## src/rtl/demux_1x2_stream.sv

```systemverilog
`default_nettype none
// ============================================================================
// Module : demux_1x2_stream
// Brief  : Registered 1:2 valid/ready stream demux with per-channel counters
// Rev    : 1.0  initial release
// ============================================================================
module demux_1x2_stream #(
    parameter int WIDTH = 8,
    parameter int CNT_W = 16
) (
    input  logic             clk_i,
    input  logic             reset_i,
    input  logic [WIDTH-1:0] in_data_i,
    input  logic             in_sel_i,
    input  logic             in_valid_i,
    output logic             in_ready_o,
    output logic [WIDTH-1:0] out0_data_o,
    output logic             out0_valid_o,
    input  logic             out0_ready_i,
    output logic [WIDTH-1:0] out1_data_o,
    output logic             out1_valid_o,
    input  logic             out1_ready_i,
    output logic [CNT_W-1:0] cnt0_o,
    output logic [CNT_W-1:0] cnt1_o
);

    localparam int c_NUM_CH = 2;

    logic [c_NUM_CH-1:0] w_out_ready;
    logic [c_NUM_CH-1:0] w_fill;
    logic [c_NUM_CH-1:0] w_drain;
    logic [c_NUM_CH-1:0] r_valid;
    logic [WIDTH-1:0]    r_data [c_NUM_CH];
    logic [CNT_W-1:0]    r_cnt  [c_NUM_CH];
    logic                w_slot_free;
    logic                w_accept;

    assign w_out_ready = {out1_ready_i, out0_ready_i};

    // Only the addressed channel gates the input, so a stalled channel never
    // blocks traffic for the other one; a draining slot may be refilled.
    assign w_slot_free = ~r_valid[in_sel_i] | w_out_ready[in_sel_i];
    assign in_ready_o  = ~reset_i & w_slot_free;
    assign w_accept    = in_valid_i & in_ready_o;
    assign w_drain     = r_valid & w_out_ready;
    assign w_fill      = w_accept ? (in_sel_i ? 2'b10 : 2'b01) : 2'b00;

    always_ff @(posedge clk_i) begin
        if (reset_i) begin
            for (int n = 0; n < c_NUM_CH; n++) begin
                r_valid[n] <= 1'b0;
                r_data[n]  <= '0;
                r_cnt[n]   <= '0;
            end
        end else begin
            for (int n = 0; n < c_NUM_CH; n++) begin
                if (w_fill[n]) begin
                    r_valid[n] <= 1'b1;
                    r_data[n]  <= in_data_i;
                end else if (w_drain[n]) begin
                    r_valid[n] <= 1'b0;
                end
                if (w_drain[n]) begin
                    r_cnt[n] <= r_cnt[n] + CNT_W'(1);
                end
            end
        end
    end

    assign out0_valid_o = r_valid[0];
    assign out1_valid_o = r_valid[1];
    assign out0_data_o  = r_data[0];
    assign out1_data_o  = r_data[1];
    assign cnt0_o       = r_cnt[0];
    assign cnt1_o       = r_cnt[1];

endmodule
`default_nettype wire
```

## config.mk

```make
export PLATFORM = sky130hd
export DESIGN_NAME = demux_1x2_stream
export DESIGN_NICKNAME = d
export VERILOG_FILES = /design/src/rtl/demux_1x2_stream.sv
export SDC_FILE = /design/constraint.sdc
export NUM_CORES = 1
export LEC_CHECK = 0
export ABC_CLOCK_PERIOD_IN_PS = 3580
export CORE_MARGIN = 3
export CORE_UTILIZATION = 45
export DETAILED_ROUTE_END_ITERATION = 8
export DONT_BUFFER_PORTS = 1
export SYNTH_ARGS = -nofsm -noshare
export SYNTH_HDL_FRONTEND = slang
export SYNTH_SLANG_ARGS = --single-unit
```

## constraint.sdc

```tcl
create_clock -name clk_i -period 3.58 [get_ports clk_i]
set_input_delay 0.716 -clock clk_i [delete_from_list [all_inputs] [get_ports clk_i]]
set_output_delay 0.716 -clock clk_i [all_outputs]
set_load 0.01 [all_outputs]
```

==> results of run 1 <==
==> power by group through the flow <==
stage / combinational (mW) / sequential, mW / clock (mW)
finish: 0.0556 / 0.734 / 0.394
global route: 0.0640 / 0.740 / 0.436
CTS: 0.0562 / 0.735 / 0.405
detailed placement: 0.0557 / 0.749 / 0
global placement: 0.0534 / 0.747 / 0
floorplan: 0.0478 / 0.735 / 0
==> registers in the layout, indices dropped and copies added (netlist names) <==
name / count
r_data: 16
r_valid: 2
r_cnt: 32
==> stage by stage <==
stage                     worst slack, ps  cell area, sq um  utilization  power (mW)  hold slack (ps)
final                                1360              2530        0.519        1.18              477
after global routing                 1260              2530        0.519        1.24              449
after CTS                            1370              2530        0.519        1.20              461
after detailed placement             1370              2420        0.496       0.804              587
after global placement               1480              2420        0.496       0.800              570
after floorplan                      1570              2360            -       0.783              549
==> kinds of logic after synthesis <==
| group | share of synthesized area |
|---|---|
| buffers and inverters | 0.0143 |
| AOI/OAI and AO/OA | 0.0318 |
| adders and majority gates | 0.0106 |
| xor gates and xnor gates | 0.0928 |
| and+or+nand+nor | 0.222 |
| DFF | 0.628 |
==> worst max-delay path: stages <==
cell	delay (ps)
nand2b_1	140
nand2_1	70
a21oi_1	580
==> path summary, 6_finish.rpt <==
kind | startpoint | end | slack (ps) | cells past startpoint
max reg2reg | r_cnt[0][16] | r_cnt[0][30] | 1530 | 5
max | out0_ready_i | in_ready_o | 1360 | 3
min reg2reg | r_valid[1] | r_valid[1] | 600 | 2
min | reset_i | r_valid[1] | 480 | 1
==> layer usage <==
| layer | GRT usage | vias to the layer above | part of all wire |
|---|---|---|---|
| met5 | 0 | - | 0 |
| met4 | 0.0455 | 0 | 0.0031 |
| met3 | 0.0688 | 2 | 0.089 |
| met2 | 0.244 | 61 | 0.48 |
| met1 | 0.199 | 717 | 0.43 |
| li1 | - | 719 | - |
==> layout by cell type (no fill, tap or decap), drive strengths merged <==
cell type	count
clkinvlp	2
xor2	13
a31o	2
and2	3
nand3	9
and4	3
dfxtp	2
edfxtp	48
or4	1
a21o	1
nand2	12
or2	1
or3	3
nor2	28
a21oi	7
bufinv	1
clkbuf	5
nor4	6
inv	3
ha	2
or4b	1
xnor2	12
o21ai	3
nand4	13
and3	9
nor3	3
nand2b	4
==> final cells by class <==
| cell class | instances | area share |
|---|---|---|
| multi-input cells | 136 | 0.333 |
| clock buffers | 5 | 0.0272 |
| clock inverters | 3 | 0.0178 |
| inverters | 3 | 0.00444 |
| flip-flops and latches | 50 | 0.585 |
| well taps | 67 | 0.0331 |
==> flow_metrics.env, run 1 <==
export IMPL_post_drt_wl_per_cell_um=17.4
export IMPL_cts_tree="built"
export IMPL_vdd_ir_drop_worst_mv=0.236
export IMPL_power_leakage_nw=0.831
export IMPL_clock_latency_ps=300
export IMPL_p_sw_uw=277
export IMPL_worst_slew_pin_slew_ps=966
export IMPL_cts_buffers=5
export IMPL_layout_drive_gt1_share=0.0761
export IMPL_portBuffers=0
export IMPL_track_usage=0.157
export IMPL_ys_flop_type="edfxtp_1"
export IMPL_cts_sinks=50
export IMPL_p_comb_frac=0.047
export IMPL_fillers=440
export IMPL_die_w_um=78.4
export IMPL_syn_nets=211
export IMPL_die_height_um=78.4
export IMPL_viasPerCell=5.68
export IMPL_antenna_found_initial=0
export IMPL_dp_cells=256
export IMPL_grt_max_degree=31
export IMPL_sequentialPowerShare=0.620
export IMPL_num_rows=25
export IMPL_switching_share=0.234
export IMPL_status="complete, no violations"
export IMPL_area_delta_synth_final_pct=7.43
export IMPL_final_cells=264
export IMPL_synth_cell_types=28
export IMPL_p_clk_frac=0.333
export IMPL_finalHoldViolations=0
export IMPL_seqCellArea_sq_mm=0.00148
export IMPL_period_share=0.620
export IMPL_yosys_warnings=0
export IMPL_multiInputGateArea_sq_um=843
export IMPL_synthTopCellsByCount="48 x edfxtp_1, 28 x nor2_1, 13 x xor2_1"
export IMPL_finalSetupTns_ps=0
export IMPL_yosysMostFrequentCell="edfxtp_1"
export IMPL_yosysTopAreaCell="edfxtp_1"
export IMPL_num_nets_final=212
export IMPL_cts_root_buffer="clkbuf_8"
export IMPL_async_flop_share=0
export IMPL_wl_mm=4.59
export IMPL_critPathRequiredTime_ps=2860
export IMPL_clockBufferDepth=2
export IMPL_drcViolationCount=0
export IMPL_netlist_area_sq_mm=0.00236
export IMPL_firstDrtPassIters=4
export IMPL_synthCells=195
export IMPL_finalSetupViolations=0
export IMPL_finalMaxSlewViolations=0
export IMPL_critPathCaptureType="output pin"
export IMPL_vias=1499
export IMPL_internal_power_uw=907
export IMPL_cts_resized=0
export IMPL_pin_count=65
export IMPL_detail_route_antenna_nets=0
export IMPL_cts_setup_buffers=0
export IMPL_syn_area_per_cell_sq_um=12.1
export IMPL_ctsHoldBuffers=0
export IMPL_num_antenna_cells=0
export IMPL_max_freq_ghz=0.451
export IMPL_powerDensity_mw_per_mm2=467
export IMPL_synth_top_cells_by_area="edfxtp_1 61%, xor2_1 4.8%, nor2_1 4.5%, xnor2_1 4.5%, nand4_1 2.9%"
export IMPL_grt_first_pass_wirelength_mm=7.56
export IMPL_drtIter0Drc=131
export IMPL_cp_arrival_ps=1500
export IMPL_place_congestion=0.810
export IMPL_crit_type="in -> out"
export IMPL_ys_ff_latch=50
export IMPL_dpl_hpwl_mm=3.24
export IMPL_rsz0062_at_grt="no"
export IMPL_dieArea_sq_mm=0.00615
export IMPL_grt_ovfl_total=0
export IMPL_grt_pass1_vias=1488
export IMPL_cap_violations=0
export IMPL_min_path_type="in -> reg"
export IMPL_start_kind="input port"
export IMPL_core_area_sq_mm=0.00488
export IMPL_layout_min_cycle_time_ps=2220
export IMPL_htreeDepth=2
export IMPL_start_util=0.483
export IMPL_seq_area_frac_synth=0.628
export IMPL_crit_fanout=9
export IMPL_skew_ps=3.90
export IMPL_path_clk_slew_ps=90
export IMPL_synth_top_area_frac=0.611
export IMPL_timing_slew_headroom=0.356
export IMPL_synth_edff_count=48
(Power assumes the default switching activity.)
==> run 2, diff against run 1 <==
--- a/config.mk
+++ b/config.mk
@@ -5,7 +5,7 @@
 export SDC_FILE = /design/constraint.sdc
 export NUM_CORES = 1
 export LEC_CHECK = 0
-export ABC_CLOCK_PERIOD_IN_PS = 3580
+export ABC_CLOCK_PERIOD_IN_PS = 2200
 export CORE_MARGIN = 3
 export CORE_UTILIZATION = 45
 export DETAILED_ROUTE_END_ITERATION = 8
==> constraint.sdc (replaced) <==
create_clock -name clk_i -period 2.2 [get_ports clk_i]
set_input_delay 0.44 -clock clk_i [delete_from_list [all_inputs] [get_ports clk_i]]
set_output_delay 0.44 -clock clk_i [all_outputs]
set_load 0.01 [all_outputs]
==> flow_metrics.env, run 2 (synthesis results as in run 1) <==
export IMPL_max_freq_ghz=0.523
export IMPL_die_height_um=78.4
export IMPL_worst_slew_pin_slew_ps=766
export IMPL_grt_ovfl_total=0
export IMPL_post_drt_wl_per_cell_um=17.5
export IMPL_final_common_cell="edfxtp_1"
export IMPL_drcViolationCount=0
export IMPL_reg_top3="r_cnt (32), r_data (16), r_valid (2)"
export IMPL_die_w_um=78.4
export IMPL_num_antenna_cells=0
export IMPL_p_clk_frac=0.331
export IMPL_grt_pass1_vias=1502
export IMPL_place_congestion=0.828
export IMPL_cts_buffers=5
export IMPL_cts_resized=0
export IMPL_final_cell_mix="48 x edfxtp_1, 28 x nor2_1, 13 x xor2_1"
export IMPL_area_delta_synth_final_pct=9.34
export IMPL_cap_violations=0
export IMPL_power_mw=1.94
export IMPL_finalHoldViolations=0
export IMPL_ctsHoldBuffers=0
export IMPL_layout_drive_gt1_share=0.103
export IMPL_clock_latency_ps=290
export IMPL_p_sw_uw=452
export IMPL_start_kind="flop"
export IMPL_htreeDepth=2
export IMPL_skew_ps=1.73
export IMPL_dieArea_sq_mm=0.00615
export IMPL_cp_arrival_ps=1960
export IMPL_vias=1511
export IMPL_rsz0062_at_grt="no"
export IMPL_crit_type="reg -> reg"
export IMPL_finalMaxSlewViolations=0
export IMPL_p_comb_frac=0.054
export IMPL_pin_count=65
export IMPL_finalSetupTns_ps=0
export IMPL_firstDrtPassIters=4
export IMPL_clockBufferDepth=2
export IMPL_critPathRequiredTime_ps=2250
export IMPL_wl_mm=4.73
export IMPL_drtIter0Drc=87
export IMPL_antenna_found_initial=0
export IMPL_crit_fanout=6
export IMPL_critPathCaptureType="flop"
export IMPL_largest_reg_flops=32
export IMPL_viasPerCell=5.60
export IMPL_cts_sinks=50
export IMPL_track_usage=0.159
export IMPL_vdd_ir_drop_worst_mv=0.364
export IMPL_path_clk_slew_ps=90
export IMPL_detail_route_antenna_nets=0
export IMPL_num_rows=25
export IMPL_cp_slowest_stage_delay_ps=540
export IMPL_layout_min_cycle_time_ps=1910
export IMPL_regMostFlops="r_cnt"
export IMPL_min_path_type="in -> reg"
export IMPL_grt_max_degree=31
export IMPL_status="complete, no violations"
export IMPL_power_leakage_nw=0.861
export IMPL_cts_root_buffer="clkbuf_8"
export IMPL_whs_ps=198
export IMPL_period_share=0.869
export IMPL_cp_num_buf_inv=1
export IMPL_start_util=0.483
export IMPL_finalSetupViolations=0
export IMPL_core_area_sq_mm=0.00488
export IMPL_num_nets_final=218
export IMPL_dpl_hpwl_mm=3.32
export IMPL_portBuffers=0
export IMPL_crit_family="simple AND/OR/NAND/NOR gates"
export IMPL_slowest_stage="or4_4"
export IMPL_sequentialPowerShare=0.615
export IMPL_timing_slew_headroom=0.489
export IMPL_cts_setup_buffers=0
export IMPL_grt_first_pass_wirelength_mm=7.68
export IMPL_internal_power_mw=1.48
export IMPL_switching_share=0.234
export IMPL_cts_tree="built"
export IMPL_powerDensity_mw_per_mm2=750
export IMPL_cp_cell_sequence="ha_1, inv_1, or4_4, xor2_1, nor2_1"
run 2: cell count changes in the layout (fill, tap and decap cells not counted), sizes merged:
cell	delta
buf	+6
run 2: worst paths after layout:
path | from | end | slack (ps) | cells after the start
setup / recovery | r_cnt[0][1] | r_cnt[0][12] | 290 | 5
setup reg to reg | r_cnt[0][1] | r_cnt[0][12] | 290 | 5
hold / removal | reset_i | r_valid[1] | 200 | 1
hold reg to reg | r_valid[1] | r_valid[1] | 600 | 2
run 2: final cells by class:
| cell class | instances | area, sq um |
|---|---|---|
| fill | 432 | 2300 |
| sequential | 50 | 1480 |
| multi-input combinational | 136 | 843 |
| tap | 67 | 83.8 |
| clock buffer | 5 | 68.8 |
| clock inverter | 3 | 45.0 |
| timing repair buffer | 6 | 45.0 |
| inverter | 3 | 11.3 |
run 2: worst reg2reg max path, stage by stage, from the launching register on:
cell and delay, ps:
edfxtp_1 510, ha_1 320, inv_1 100, or4_4 540
xor2_1 150, nor2_1 50
run 2: stage by stage:
| step | setup slack, ps | utilization | area [sq um] | instances |
|---|---|---|---|---|
| 6_report | 289 | 0.528 | 2580 | 270 |
| 2_1_floorplan | 378 | - | 2360 | 195 |
| 3_5_place_dp | 305 | 0.505 | 2460 | 262 |
| 5_1_grt | 223 | 0.528 | 2580 | 270 |
| 3_3_place_gp | 381 | 0.505 | 2460 | 262 |
| 4_1_cts | 295 | 0.528 | 2580 | 270 |
run 2: power groups by stage:
stage | Sequential (mW) | Clock, mW | Combinational [mW]
after floorplan | 1.20 | 0 | 0.0778
after global placement | 1.21 | 0 | 0.103
after detailed placement | 1.21 | 0 | 0.106
after CTS | 1.19 | 0.656 | 0.106
after global routing | 1.20 | 0.703 | 0.120
final | 1.19 | 0.640 | 0.105
run 2: routing by layer:
metal / share of wire / vias up / global-route usage
met5: 0 / - / 0
met2: 0.49 / 51 / 0.263
met4: 0.0030 / 0 / 0.0315
li1: - / 734 / -
met3: 0.075 / 2 / 0.0493
met1: 0.44 / 724 / 0.208
==> run 3, diff against run 2 <==
--- a/config.mk
+++ b/config.mk
@@ -6,10 +6,14 @@
 export NUM_CORES = 1
 export LEC_CHECK = 0
 export ABC_CLOCK_PERIOD_IN_PS = 2200
-export CORE_MARGIN = 3
+export CELL_PAD_IN_SITES_DETAIL_PLACEMENT = 1
+export CELL_PAD_IN_SITES_GLOBAL_PLACEMENT = 1
+export CORE_MARGIN = 2
 export CORE_UTILIZATION = 45
 export DETAILED_ROUTE_END_ITERATION = 8
 export DONT_BUFFER_PORTS = 1
+export GPL_ROUTABILITY_DRIVEN = 1
+export PLACE_DENSITY_LB_ADDON = 0.1
 export SYNTH_ARGS = -nofsm -noshare
 export SYNTH_HDL_FRONTEND = slang
 export SYNTH_SLANG_ARGS = --single-unit
==> flow_metrics.env, run 3 (synthesis results as in run 1) <==
export IMPL_status="complete, no violations"
export IMPL_cp_arrival_ps=1470
export IMPL_start_kind="flop"
export IMPL_die_w_um=76.4
export IMPL_dpl_worst_slack_ps=406
export IMPL_r2r_end="r_cnt[0][30]"
export IMPL_path_clk_slew_ps=90
export IMPL_clock_latency_ps=300
export IMPL_final_cells=273
export IMPL_cts_root_buffer="clkbuf_8"
export IMPL_cts_sinks=50
export IMPL_largest_reg_flops=32
export IMPL_hold_depth=1
export IMPL_reg_top3="r_cnt (32), r_data (16), r_valid (2)"
export IMPL_p_sw_uw=465
export IMPL_cts_setup_buffers=0
export IMPL_final_cell_mix="48 x edfxtp_1, 28 x nor2_1, 13 x xor2_1"
export IMPL_crit_fanout=9
export IMPL_portBuffers=0
export IMPL_grt_util_met1=0.224
export IMPL_critPathCaptureType="output pin"
export IMPL_crit_path_start="r_valid[0]"
export IMPL_cts_tree="built"
export IMPL_cts_buffers=5
export IMPL_viasPerCell=5.68
export IMPL_grt_first_pass_wirelength_mm=8.13
export IMPL_holdPathEnd="r_valid[0]"
export IMPL_finalMaxSlewViolations=0
export IMPL_rsz0062_at_grt="no"
export IMPL_min_path_type="in -> reg"
export IMPL_cap_violations=0
export IMPL_grt_pass1_vias=1585
export IMPL_internal_power_mw=1.49
export IMPL_finalSetupTns_ps=0
export IMPL_skew_ps=5.02
export IMPL_track_usage=0.176
export IMPL_place_congestion=0.769
export IMPL_area_delta_synth_final_pct=9.60
export IMPL_drtIter0Drc=130
export IMPL_rrSetupSlack_ps=390
export IMPL_grt_ovfl_total=0
export IMPL_switching_share=0.238
export IMPL_detail_route_antenna_nets=0
export IMPL_r2r_start="r_cnt[0][17]"
export IMPL_worst_slew_pin_slew_ps=783
export IMPL_p_clk_frac=0.338
export IMPL_htreeDepth=2
export IMPL_pin_count=65
export IMPL_critPathRequiredTime_ps=1760
export IMPL_vdd_ir_drop_worst_mv=0.356
export IMPL_crit_type="reg -> out"
export IMPL_ctsHoldBuffers=0
export IMPL_top_usage_layer="met2"
export IMPL_layout_min_cycle_time_ps=1910
export IMPL_power_leakage_nw=0.869
export IMPL_period_share=0.868
export IMPL_finalSetupViolations=0
export IMPL_dpl_hpwl_mm=3.62
export IMPL_finalHoldViolations=0
export IMPL_clockBufferDepth=2
export IMPL_final_common_cell="edfxtp_1"
export IMPL_drcViolationCount=0
export IMPL_num_rows=26
export IMPL_cts_resized=0
export IMPL_dieArea_sq_mm=0.00584
export IMPL_powerDensity_mw_per_mm2=757
export IMPL_setup_slack_ps=291
export IMPL_p_comb_frac=0.056
export IMPL_firstDrtPassIters=4
export IMPL_die_height_um=76.4
export IMPL_max_freq_ghz=0.524
export IMPL_r2r_cells=5
export IMPL_dp_cells=265
export IMPL_grt_max_degree=31
export IMPL_post_drt_wl_per_cell_um=18.0
export IMPL_timing_slew_headroom=0.478
export IMPL_wl_mm=4.91
export IMPL_num_nets_final=218
export IMPL_regMostFlops="r_cnt"
export IMPL_final_util=0.509
export IMPL_grt_util_met2=0.287
export IMPL_min_from="reset_i"
export IMPL_gr_usage_met3=0.0592
export IMPL_start_util=0.465
export IMPL_antenna_found_initial=0
export IMPL_whs_ps=191
export IMPL_vias=1551
export IMPL_layout_drive_gt1_share=0.103
export IMPL_core_area_sq_mm=0.00507
export IMPL_num_antenna_cells=0
export IMPL_sequentialPowerShare=0.607
run 3: per-stage QoR:
stage / total power [mW] / area [sq um]
finish: 1.96 / 2580
global route: 2.03 / 2580
CTS: 1.98 / 2580
detailed placement: 1.32 / 2470
global placement: 1.31 / 2470
floorplan: 1.27 / 2360
run 3: power by group through the flow:
stage	Combinational [mW]	Clock (mW)	Sequential, mW
final	0.109	0.661	1.19
after global routing	0.123	0.712	1.20
after CTS	0.111	0.682	1.19
after detailed placement	0.110	0	1.21
after global placement	0.105	0	1.21
after floorplan	0.0778	0	1.20
run 3: worst max-delay path: stages, from the launching register on:
cell and delay [ps]:
dfxtp_1 360, nand2b_1 130, nand2_1 70, a21oi_1 600
run 3: how the worst max path moves through the flow:
| stage | end | slack, ps | depth (start not counted) |
|---|---|---|---|
| after floorplan | r_cnt[0][30] | 380 | 5 |
| after global placement | r_cnt[0][30] | 480 | 5 |
| after detailed placement | r_cnt[0][30] | 410 | 5 |
| after CTS | in_ready_o | 300 | 3 |
| after global routing | in_ready_o | 180 | 3 |
| final | in_ready_o | 290 | 3 |
run 3: cell type report:
cell class	count	area, sq um
clock buffer	5	68.8
clock inverter	3	47.5
fill	552	2490
inverter	3	11.3
multi-input combinational	136	843
sequential	50	1480
tap	70	87.6
timing repair buffer	6	45.0
run 3: layer usage:
layer / wire (um) / vias to the layer above
met2: 2450 / 43
met1: 2100 / 771
li1: - / 731
met5: 0 / -
met4: 62 / 0
met3: 294 / 6
